### src/rtl/riscv_pkg.sv
// Shared pipeline definitions for the RISC-V core: forward-select encodings,
// shadow stage entry and the register-match helper used by the hazard logic.
package riscv_pkg;

  localparam int XLEN_REGS_DEF = 32;
  localparam int REG_IDX_W     = $clog2(XLEN_REGS_DEF);

  localparam logic [1:0] FWD_REG = 2'b00;
  localparam logic [1:0] FWD_MEM = 2'b01;
  localparam logic [1:0] FWD_WB  = 2'b10;

  typedef struct packed {
    logic                 valid;
    logic [REG_IDX_W-1:0] rd;
    logic                 regwrite;
    logic                 memread;
  } stage_t;

  localparam stage_t STAGE_EMPTY = '{default: '0};

  typedef enum logic {ST_RUN, ST_LU_STALL} hz_state_e;

  // x0 is hardwired zero, so it never produces a value worth forwarding.
  function automatic logic writes_reg(stage_t e, logic [REG_IDX_W-1:0] r);
    return e.valid && e.regwrite && (e.rd != '0) && (e.rd == r);
  endfunction

endpackage

### src/rtl/hazard_fwd_sel.sv
// Per-operand forward select: the younger producer (EX, about to become MEM)
// wins over the older one (MEM, about to become WB).
module hazard_fwd_sel
  import riscv_pkg::*;
(
  input  logic                 uses_i,
  input  logic [REG_IDX_W-1:0] rs_i,
  input  stage_t               ex_i,
  input  stage_t               mem_i,
  output logic [1:0]           sel_o
);

  logic unused_memread;
  assign unused_memread = ex_i.memread ^ mem_i.memread;

  always_comb begin
    sel_o = FWD_REG;
    if (uses_i) begin
      if (writes_reg(ex_i, rs_i))       sel_o = FWD_MEM;
      else if (writes_reg(mem_i, rs_i)) sel_o = FWD_WB;
    end
  end

endmodule

### src/rtl/hazard_forward_ctrl.sv
// Hazard/forwarding controller for the 5-stage core: shadow EX/MEM/WB entries,
// registered forward selects, load-use stall FSM. HAZARD_STATS_EN adds counters.
module hazard_forward_ctrl
  import riscv_pkg::*;
#(
  parameter int LOAD_USE_CYCLES = 1,
  parameter int XLEN_REGS       = 32,
  localparam int RIDX_W         = $clog2(XLEN_REGS)
) (
  input  logic              clk,
  input  logic              rst_n,
  input  logic              id_valid_i,
  input  logic [RIDX_W-1:0] id_rs1_i,
  input  logic [RIDX_W-1:0] id_rs2_i,
  input  logic              id_uses_rs1_i,
  input  logic              id_uses_rs2_i,
  input  logic [RIDX_W-1:0] id_rd_i,
  input  logic              id_regwrite_i,
  input  logic              id_memread_i,
  input  logic              flush_i,
  input  logic              freeze_i,
  output logic [1:0]        forward1_o,
  output logic [1:0]        forward2_o,
  output logic              stall_id_o,
  output logic              bubble_ex_o
`ifdef HAZARD_STATS_EN
  ,
  output logic [31:0]       stat_stall_cnt_o,
  output logic [31:0]       stat_fwd_cnt_o
`endif
);

  localparam int CNT_W = 2;

  stage_t           ex_q, ex_d, mem_q, mem_d, wb_q, wb_d, id_e;
  hz_state_e        state_q, state_d;
  logic [CNT_W-1:0] cnt_q, cnt_d;
  logic [1:0]       fwd1_q, fwd1_d, fwd2_q, fwd2_d;
  logic [1:0]       sel1, sel2;
  logic             load_use, lu_cycle, stall, bubble;

  // WB is tracked for pipeline fidelity; nothing forwards from a retiring entry.
  logic unused_wb;
  assign unused_wb = ^wb_q;

  always_comb begin
    id_e          = STAGE_EMPTY;
    id_e.valid    = id_valid_i;
    id_e.rd       = id_rd_i;
    id_e.regwrite = id_valid_i && id_regwrite_i && (id_rd_i != '0);
    id_e.memread  = id_valid_i && id_memread_i;
  end

  hazard_fwd_sel u_sel1 (
    .uses_i (id_valid_i && id_uses_rs1_i),
    .rs_i   (id_rs1_i),
    .ex_i   (ex_q),
    .mem_i  (mem_q),
    .sel_o  (sel1)
  );

  hazard_fwd_sel u_sel2 (
    .uses_i (id_valid_i && id_uses_rs2_i),
    .rs_i   (id_rs2_i),
    .ex_i   (ex_q),
    .mem_i  (mem_q),
    .sel_o  (sel2)
  );

  assign load_use = id_valid_i && ex_q.memread &&
                    ((id_uses_rs1_i && writes_reg(ex_q, id_rs1_i)) ||
                     (id_uses_rs2_i && writes_reg(ex_q, id_rs2_i)));

  always_comb begin
    // NOTE: every always_comb output gets a default first so no path leaves it unassigned (no latch).
    state_d  = state_q;
    cnt_d    = cnt_q;
    ex_d     = ex_q;
    mem_d    = mem_q;
    wb_d     = wb_q;
    fwd1_d   = fwd1_q;
    fwd2_d   = fwd2_q;
    stall    = 1'b0;
    bubble   = 1'b0;
    lu_cycle = 1'b0;
    if (freeze_i) begin
      stall = 1'b1;
    end else begin
      wb_d  = mem_q;
      mem_d = ex_q;
      if (flush_i) begin
        bubble  = 1'b1;
        state_d = ST_RUN;
        cnt_d   = '0;
      end else if (state_q == ST_LU_STALL) begin
        stall    = 1'b1;
        bubble   = 1'b1;
        lu_cycle = 1'b1;
        cnt_d    = cnt_q - 1'b1;
        if (cnt_d == '0) state_d = ST_RUN;
      end else if (load_use) begin
        stall    = 1'b1;
        bubble   = 1'b1;
        lu_cycle = 1'b1;
        cnt_d    = CNT_W'(LOAD_USE_CYCLES - 1);
        state_d  = (cnt_d != '0) ? ST_LU_STALL : ST_RUN;
      end
      if (bubble) begin
        ex_d   = STAGE_EMPTY;
        fwd1_d = FWD_REG;
        fwd2_d = FWD_REG;
      end else begin
        ex_d   = id_e;
        fwd1_d = sel1;
        fwd2_d = sel2;
      end
    end
  end

  always_ff @(posedge clk or negedge rst_n) begin
    // NOTE: sequential state uses non-blocking assignments so all flops update from pre-edge values.
    if (!rst_n) begin
      ex_q    <= STAGE_EMPTY;
      mem_q   <= STAGE_EMPTY;
      wb_q    <= STAGE_EMPTY;
      state_q <= ST_RUN;
      cnt_q   <= '0;
      fwd1_q  <= FWD_REG;
      fwd2_q  <= FWD_REG;
    end else begin
      ex_q    <= ex_d;
      mem_q   <= mem_d;
      wb_q    <= wb_d;
      state_q <= state_d;
      cnt_q   <= cnt_d;
      fwd1_q  <= fwd1_d;
      fwd2_q  <= fwd2_d;
    end
  end

  assign forward1_o  = fwd1_q;
  assign forward2_o  = fwd2_q;
  assign stall_id_o  = stall;
  assign bubble_ex_o = bubble;

`ifdef HAZARD_STATS_EN
  logic [31:0] stall_cnt_q, stall_cnt_d, fwd_cnt_q, fwd_cnt_d;

  always_comb begin
    stall_cnt_d = stall_cnt_q + {31'd0, lu_cycle};
    fwd_cnt_d   = fwd_cnt_q;
    if (!freeze_i && !bubble && ((fwd1_d != FWD_REG) || (fwd2_d != FWD_REG)))
      fwd_cnt_d = fwd_cnt_q + 32'd1;
  end

  always_ff @(posedge clk or negedge rst_n) begin
    if (!rst_n) begin
      stall_cnt_q <= '0;
      fwd_cnt_q   <= '0;
    end else begin
      stall_cnt_q <= stall_cnt_d;
      fwd_cnt_q   <= fwd_cnt_d;
    end
  end

  assign stat_stall_cnt_o = stall_cnt_q;
  assign stat_fwd_cnt_o   = fwd_cnt_q;
`else
  logic unused_lu;
  assign unused_lu = lu_cycle;
`endif

endmodule

### config.mk
export PLATFORM = sky130hd
export DESIGN_NAME = hazard_forward_ctrl
export DESIGN_NICKNAME = d
export VERILOG_FILES = /design/src/rtl/riscv_pkg.sv /design/src/rtl/hazard_fwd_sel.sv /design/src/rtl/hazard_forward_ctrl.sv
export SDC_FILE = /design/constraint.sdc
export NUM_CORES = 1
export LEC_CHECK = 0
export BUFFER_PORTS_ARGS = -buffer_cell sky130_fd_sc_hd__buf_2
export CORE_MARGIN = 2
export CORE_UTILIZATION = 47
export CTS_CLUSTER_DIAMETER = 100
export DETAILED_ROUTE_END_ITERATION = 8
export PLACE_DENSITY = 0.73
export SYNTH_ARGS = -nofsm -noshare
export SYNTH_HDL_FRONTEND = slang
export SYNTH_SLANG_ARGS = --single-unit
export TNS_END_PERCENT = 100
### constraint.sdc
create_clock -name clk -period 1.5 [get_ports clk]
set_input_delay 0.225 -clock clk [delete_from_list [all_inputs] [get_ports clk]]
set_output_delay 0.225 -clock clk [all_outputs]
set_load 0.02 [all_outputs]
# After elaboration in Yosys (flattened, before gate mapping)
# Cells that the tools add are included.
# classes
addsub	1
eq_ne	4
muxes	22
n_bitwise	1
n_reduce_logical	24
# op_table
op	n
2-to-1 mux 2 bit	11
== test 5 bit	4
logical AND 1 bit	17
nonzero test 5 bit	3
2-to-1 mux 1 bit	10
2-to-1 mux 8 bit	1
nonzero test 3 bit	1
logical NOT 2 bit	1
AND reduction 2 bit	1
subtractor 2 x 1 -> 2 bit (second input constant)	1
logical OR 1 bit	1
inverter 1 bit	1
# totals
ff_bits	22
input_bits	24
out_inout_bits	6
elab_cells	63

# Depth between registers and ports, before layout
# depth
depth_word	11
mapped_depth	5
mapped_depth_nobuf	5

# By module
# From an unflattened synthesis, not the netlist that was laid out.
# unflattened
hier_cells	160
area_unflattened_um2	1525.2
# modules_own_cells
mod	instances	cells_each	area_each_um2	seq_area_each_um2
hazard_forward_ctrl	1	110	1179.9	575.6
hazard_fwd_sel	2	25	172.7	0.0

# Least setup slack after synthesis
# No wires, ideal clock.
# synth_path
path_type	flip-flop to output port
from	register ex_q[4] in the netlist's numbering
to	output port bubble_ex_o
arrival_time_ns	1.646
required_time_ns	1.275
slack_ns	-0.371
stages_incl_launch_ff	6
n_path_buf	0
path_cell_list	dfrtp_1 -> xor2_1 -> nor4_2 -> nand3_1 -> a21o_1 -> a21oi_1
# synth_between
elab_chain_len	11
word_cells_on_any_way	15
cone_classes	eq/ne: 2; mux: 5; reduce/logical: 8
# synth_rtl
item	line_no	rtl
start, declared	hazard_forward_ctrl.sv:35	stage_t ex_q, ex_d, mem_q, mem_d, wb_q, wb_d, id_e;
start signal, assigned	hazard_forward_ctrl.sv:123	ex_q <= STAGE_EMPTY;
start signal, assigned	hazard_forward_ctrl.sv:131	ex_q <= ex_d;
nonzero test 5 bit	riscv_pkg.sv:25	return e.valid && e.regwrite && (e.rd != '0) && (e.rd == r);
logical AND 1 bit (2 in a row)	riscv_pkg.sv:25	
logical AND 1 bit (on tied branches)	hazard_forward_ctrl.sv:71, hazard_forward_ctrl.sv:72	
logical OR 1 bit *	hazard_forward_ctrl.sv:71	((id_uses_rs1_i && writes_reg(ex_q, id_rs1_i)) ||
logical AND 1 bit *	hazard_forward_ctrl.sv:70	assign load_use = id_valid_i && ex_q.memread &&
2-to-1 mux 1 bit *	hazard_forward_ctrl.sv:101	end else if (load_use) begin
2-to-1 mux 1 bit *	hazard_forward_ctrl.sv:95	end else if (state_q == ST_LU_STALL) begin
2-to-1 mux 1 bit *	hazard_forward_ctrl.sv:91	if (flush_i) begin
2-to-1 mux 1 bit * (2 in a row)	hazard_forward_ctrl.sv:86	if (freeze_i) begin
end, declared	hazard_forward_ctrl.sv:25	output logic bubble_ex_o
# Every way passes the cells marked *; elsewhere a longest branch is shown, timed or not. The select of a mux whose other input is x is not followed.

# Worst setup path in the final report
# layout_path
from	register ex_q[3] in the netlist's numbering
to	output port stall_id_o
# layout_between
elab_chain_len	10
word_cells_on_any_way	14
cone_classes	eq/ne: 2; mux: 4; reduce/logical: 8
# layout_rtl
item	line_no	rtl
nonzero test 5 bit	riscv_pkg.sv:25	
logical AND 1 bit (2 in a row)	riscv_pkg.sv:25	
logical AND 1 bit (on tied branches)	hazard_forward_ctrl.sv:71, hazard_forward_ctrl.sv:72	
logical OR 1 bit *	hazard_forward_ctrl.sv:71	
logical AND 1 bit *	hazard_forward_ctrl.sv:70	
2-to-1 mux 1 bit *	hazard_forward_ctrl.sv:101	
2-to-1 mux 1 bit *	hazard_forward_ctrl.sv:95	
2-to-1 mux 1 bit *	hazard_forward_ctrl.sv:91	
2-to-1 mux 1 bit *	hazard_forward_ctrl.sv:86	
end, declared	hazard_forward_ctrl.sv:24	output logic stall_id_o,
# Every way passes the cells marked *; elsewhere a longest branch is shown, timed or not.

==> impl_metrics.toml <==
[run_status]
status = "complete, but fails checks"
failed_checks = "negative setup slack"

[timing]
rsz0062_at_grt = "true"
fin_skew_ns = 0.01056
period_share_pct = 152.3
drv_slew = 0
finalHoldViolCount = 0
finalSetupViolCount = 16
finalSetupTns_ns = -8.332
timing.hold.ws_ns = 0.1524
finalCriticalPeriod_ns = 2.285
worst_slew_pin_slew_ns = 0.5216
relSlewSlack_pct = 65.23
worst_slack_ns = -0.7847
fmax_ghz = 0.4377

[synth]
synth_area_um2 = 1199
netlist_instances = 113
synth_cell_types = 30
synth-seq-area-share_pct = 45.93
yosysWarnings = 0
synth_top_area_share_pct = 45.93
synth_fp_nets = 138
avgSynthCellArea_um2 = 10.61
synthTopCellsByArea = "dfrtp_1 (46%), xor2_1 (13%), a32o_1 (5.0%), mux2_2 (4.7%), nand2_1 (4.4%)"
ys_seq_elements = 22
yosys.area.top_type = "dfrtp_1"

[finish]
seq_area_um2 = 555.5
multi_input_area_um2 = 738.2
drive_gt1_share_pct = 53.04
area_growth_pct = 55.22
fin_util_pct = 75.79
fin_nets = 207
diodes = 0
fillers = 173

[floorplanning]
die-width_um = 54.50
num_rows = 18
die-area_um2 = 2970
io_pins = 30
core_um2 = 2455
initial_core_util_pct = 48.83
die_h_um = 54.50

[clock_tree]
cts_tree = "done"
clock_path_buffers = 2
cts_sinks = 22
path_clk_slew_ns = 0.14
cts_max_level = 1
cts_root_buffer = "clkbuf_4"
insertion_delay_ns = 0.32
numCtsBuffers = 3

[route]
ant_nets = 0
dr.pass1.iters = 4
drc = 0
viasPerCell = 5.626
wl_um = 3669
drtIter0Drc = 45
vias = 1187
wl_per_cell_um = 17.39

[critical_path]
worst_ep_required_time_ns = 1.27
critical_path.cell_chain = "buf_4, xor2_1, nor4_2, nand3_2, a21o_4, a21oi_4, buf_6"
cp-end-kind = "output port"
start_kind = "flip-flop"
slowest_stage = "dfrtp_2"
max_stage_delay_ns = 0.46
arrival_ns = 2.06
crit_fanout = 3
critPathKind = "reg -> out"

[grt]
grt_pass1_wl_um = 5195
grt_max_degree = 23
grtUsageTotal_pct = 25.45
grt_overflow = 0
antenna_found_initial = 0
grt_pass1_vias = 1140

[place]
port_buffers = 29
place_congestion = 0.9307
hpwl_um = 2312

[power]
powerDensity_nw_per_um2 = 788.8
vdd_drop_max_mv = 0.7826
leakagePower_nw = 0.8730
p_total_mw = 1.468

[flow_run]
max_cap_violations = 0

[hold_path]
hp-class = "in -> reg"
-- state kept, by name, summed over array words and instances, names as in the netlist --
signal      count
forward1_o      2
ex_q            8
cnt_q           2
mem_q           7
forward2_o      2
state_q         1
-- worst max-delay path, delay by kind of cell, from the launching register on --
kind            cells  cell delay (ns)
simple gates        2             0.44
compound gates      2             0.40
flops               1             0.46
buf+inv             2             0.28
xor+xnor            1             0.17
-- stage by stage --
stage	setup WS, ns	cells	cell area [µm²]
after global placement	-0.2981	191	1578
final	-0.7847	211	1861
after global routing	-0.8546	211	1861
after detailed placement	-0.3736	191	1578
after CTS	-0.6915	205	1750
after floorplan	-0.2247	113	1229
-- cells in the final DEF (no fill, tap or decap), types with 2 or more instances in the layout --
| master | instances |
|---|---|
| buf_6 | 5 |
| nand4_1 | 2 |
| buf_2 | 27 |
| nor4_1 | 2 |
| nand2_1 | 14 |
| nor4_2 | 2 |
| nor2_1 | 4 |
| xnor2_1 | 2 |
| xor2_1 | 17 |
| o21ai_1 | 4 |
| clkbuf_4 | 3 |
| dfrtp_1 | 18 |
| dfrtp_2 | 4 |
| mux2_2 | 5 |
| a21oi_4 | 3 |
| a211oi_2 | 2 |
| inv_1 | 2 |
| or4_1 | 2 |
| a32o_1 | 6 |
| buf_4 | 33 |
| o31ai_2 | 4 |
-- cell type report --
| class | instances | share of cell area, % |
|---|---|---|
| Timing Repair Buffer | 67 | 25.22 |
| Clock inverter | 1 | 1.614 |
| Tap cell | 30 | 2.017 |
| Multi-Input combinational cell | 86 | 39.68 |
| Sequential cell | 22 | 29.86 |
| Inverter | 2 | 0.4035 |
| Clock buffer | 3 | 1.210 |
-- final timing paths --
kind | to | slack [ns] | start | depth (start not counted)
min in group asynchronous | forward2_o[1] | 0.38 | rst_n | 2
worst min register to register | forward1_o[1] | 0.53 | forward1_o[1] | 2
worst max-delay path | stall_id_o | -0.78 | ex_q[3] | 7
worst min-delay path | ex_q[0] | 0.15 | id_memread_i | 2
max in group asynchronous | ex_q[6] | 0.73 | rst_n | 2
worst max register to register | ex_q[4] | -0.70 | ex_q[3] | 9
-- power by group --
part           total [mW]  switching [mW]  internal [mW]
clock               0.472           0.202          0.270
sequential          0.674          0.0443          0.629
combinational       0.322           0.154          0.168
-- cells by family (layout without fill, tap and decap cells) --
family	after synthesis	count (layout)	share of synthesized area [%]
AOI/OAI and AO/OA	26	26	16.18
xor gates and xnor gates	20	20	14.61
adders and majority gates	1	1	1.044
buffers and inverters	5	73	1.566
DFF	22	22	45.93
muxes	6	6	5.636
and+or+nand+nor	33	33	15.03
-- layer usage --
layer | track usage [%] | vias up | part of all wire [%]
met3 | 4.098 | 8 | 7.2
met4 | 15.42 | 0 | 3.0
li1 | - | 556 | -
met1 | 32.06 | 561 | 41
met2 | 40.76 | 62 | 49
met5 | 0 | - | 0
-- timing repair --
item | 4_1_cts | 5_1_grt
hold buffers | 1 | 0
endpoints found under the setup margin | 16 | 16
hold endpoints to repair | 22 | 0
buffers inserted | 9 | 7
pin swaps | 11 | 13
resized for setup | 10 | 15
-- cell usage after synthesis --
| cell | n |
|---|---|
| xor2_1 | 18 |
| a21oi_1 | 3 |
| nor2b_1 | 1 |
| ha_1 | 1 |
| o21a_1 | 1 |
| a32oi_1 | 1 |
| a21oi_2 | 1 |
| o21ai_1 | 4 |
| inv_1 | 2 |
| o2111ai_1 | 1 |
| mux2_2 | 5 |
| nand4_1 | 2 |
| clkbuf_1 | 3 |
| nor4_1 | 3 |
| nor4_2 | 2 |
| o31ai_1 | 5 |
| and2_1 | 1 |
| a211oi_1 | 2 |
| dfrtp_1 | 22 |
| nand2_1 | 14 |
| mux2_1 | 1 |
| or4_1 | 2 |
| o21ai_0 | 1 |
| nor3_2 | 1 |
| a21o_1 | 1 |
| nor2_1 | 4 |
| xnor2_1 | 2 |
| nor4b_1 | 1 |
| a32o_1 | 6 |
| nand3_1 | 2 |
(Power assumes the default switching activity.)
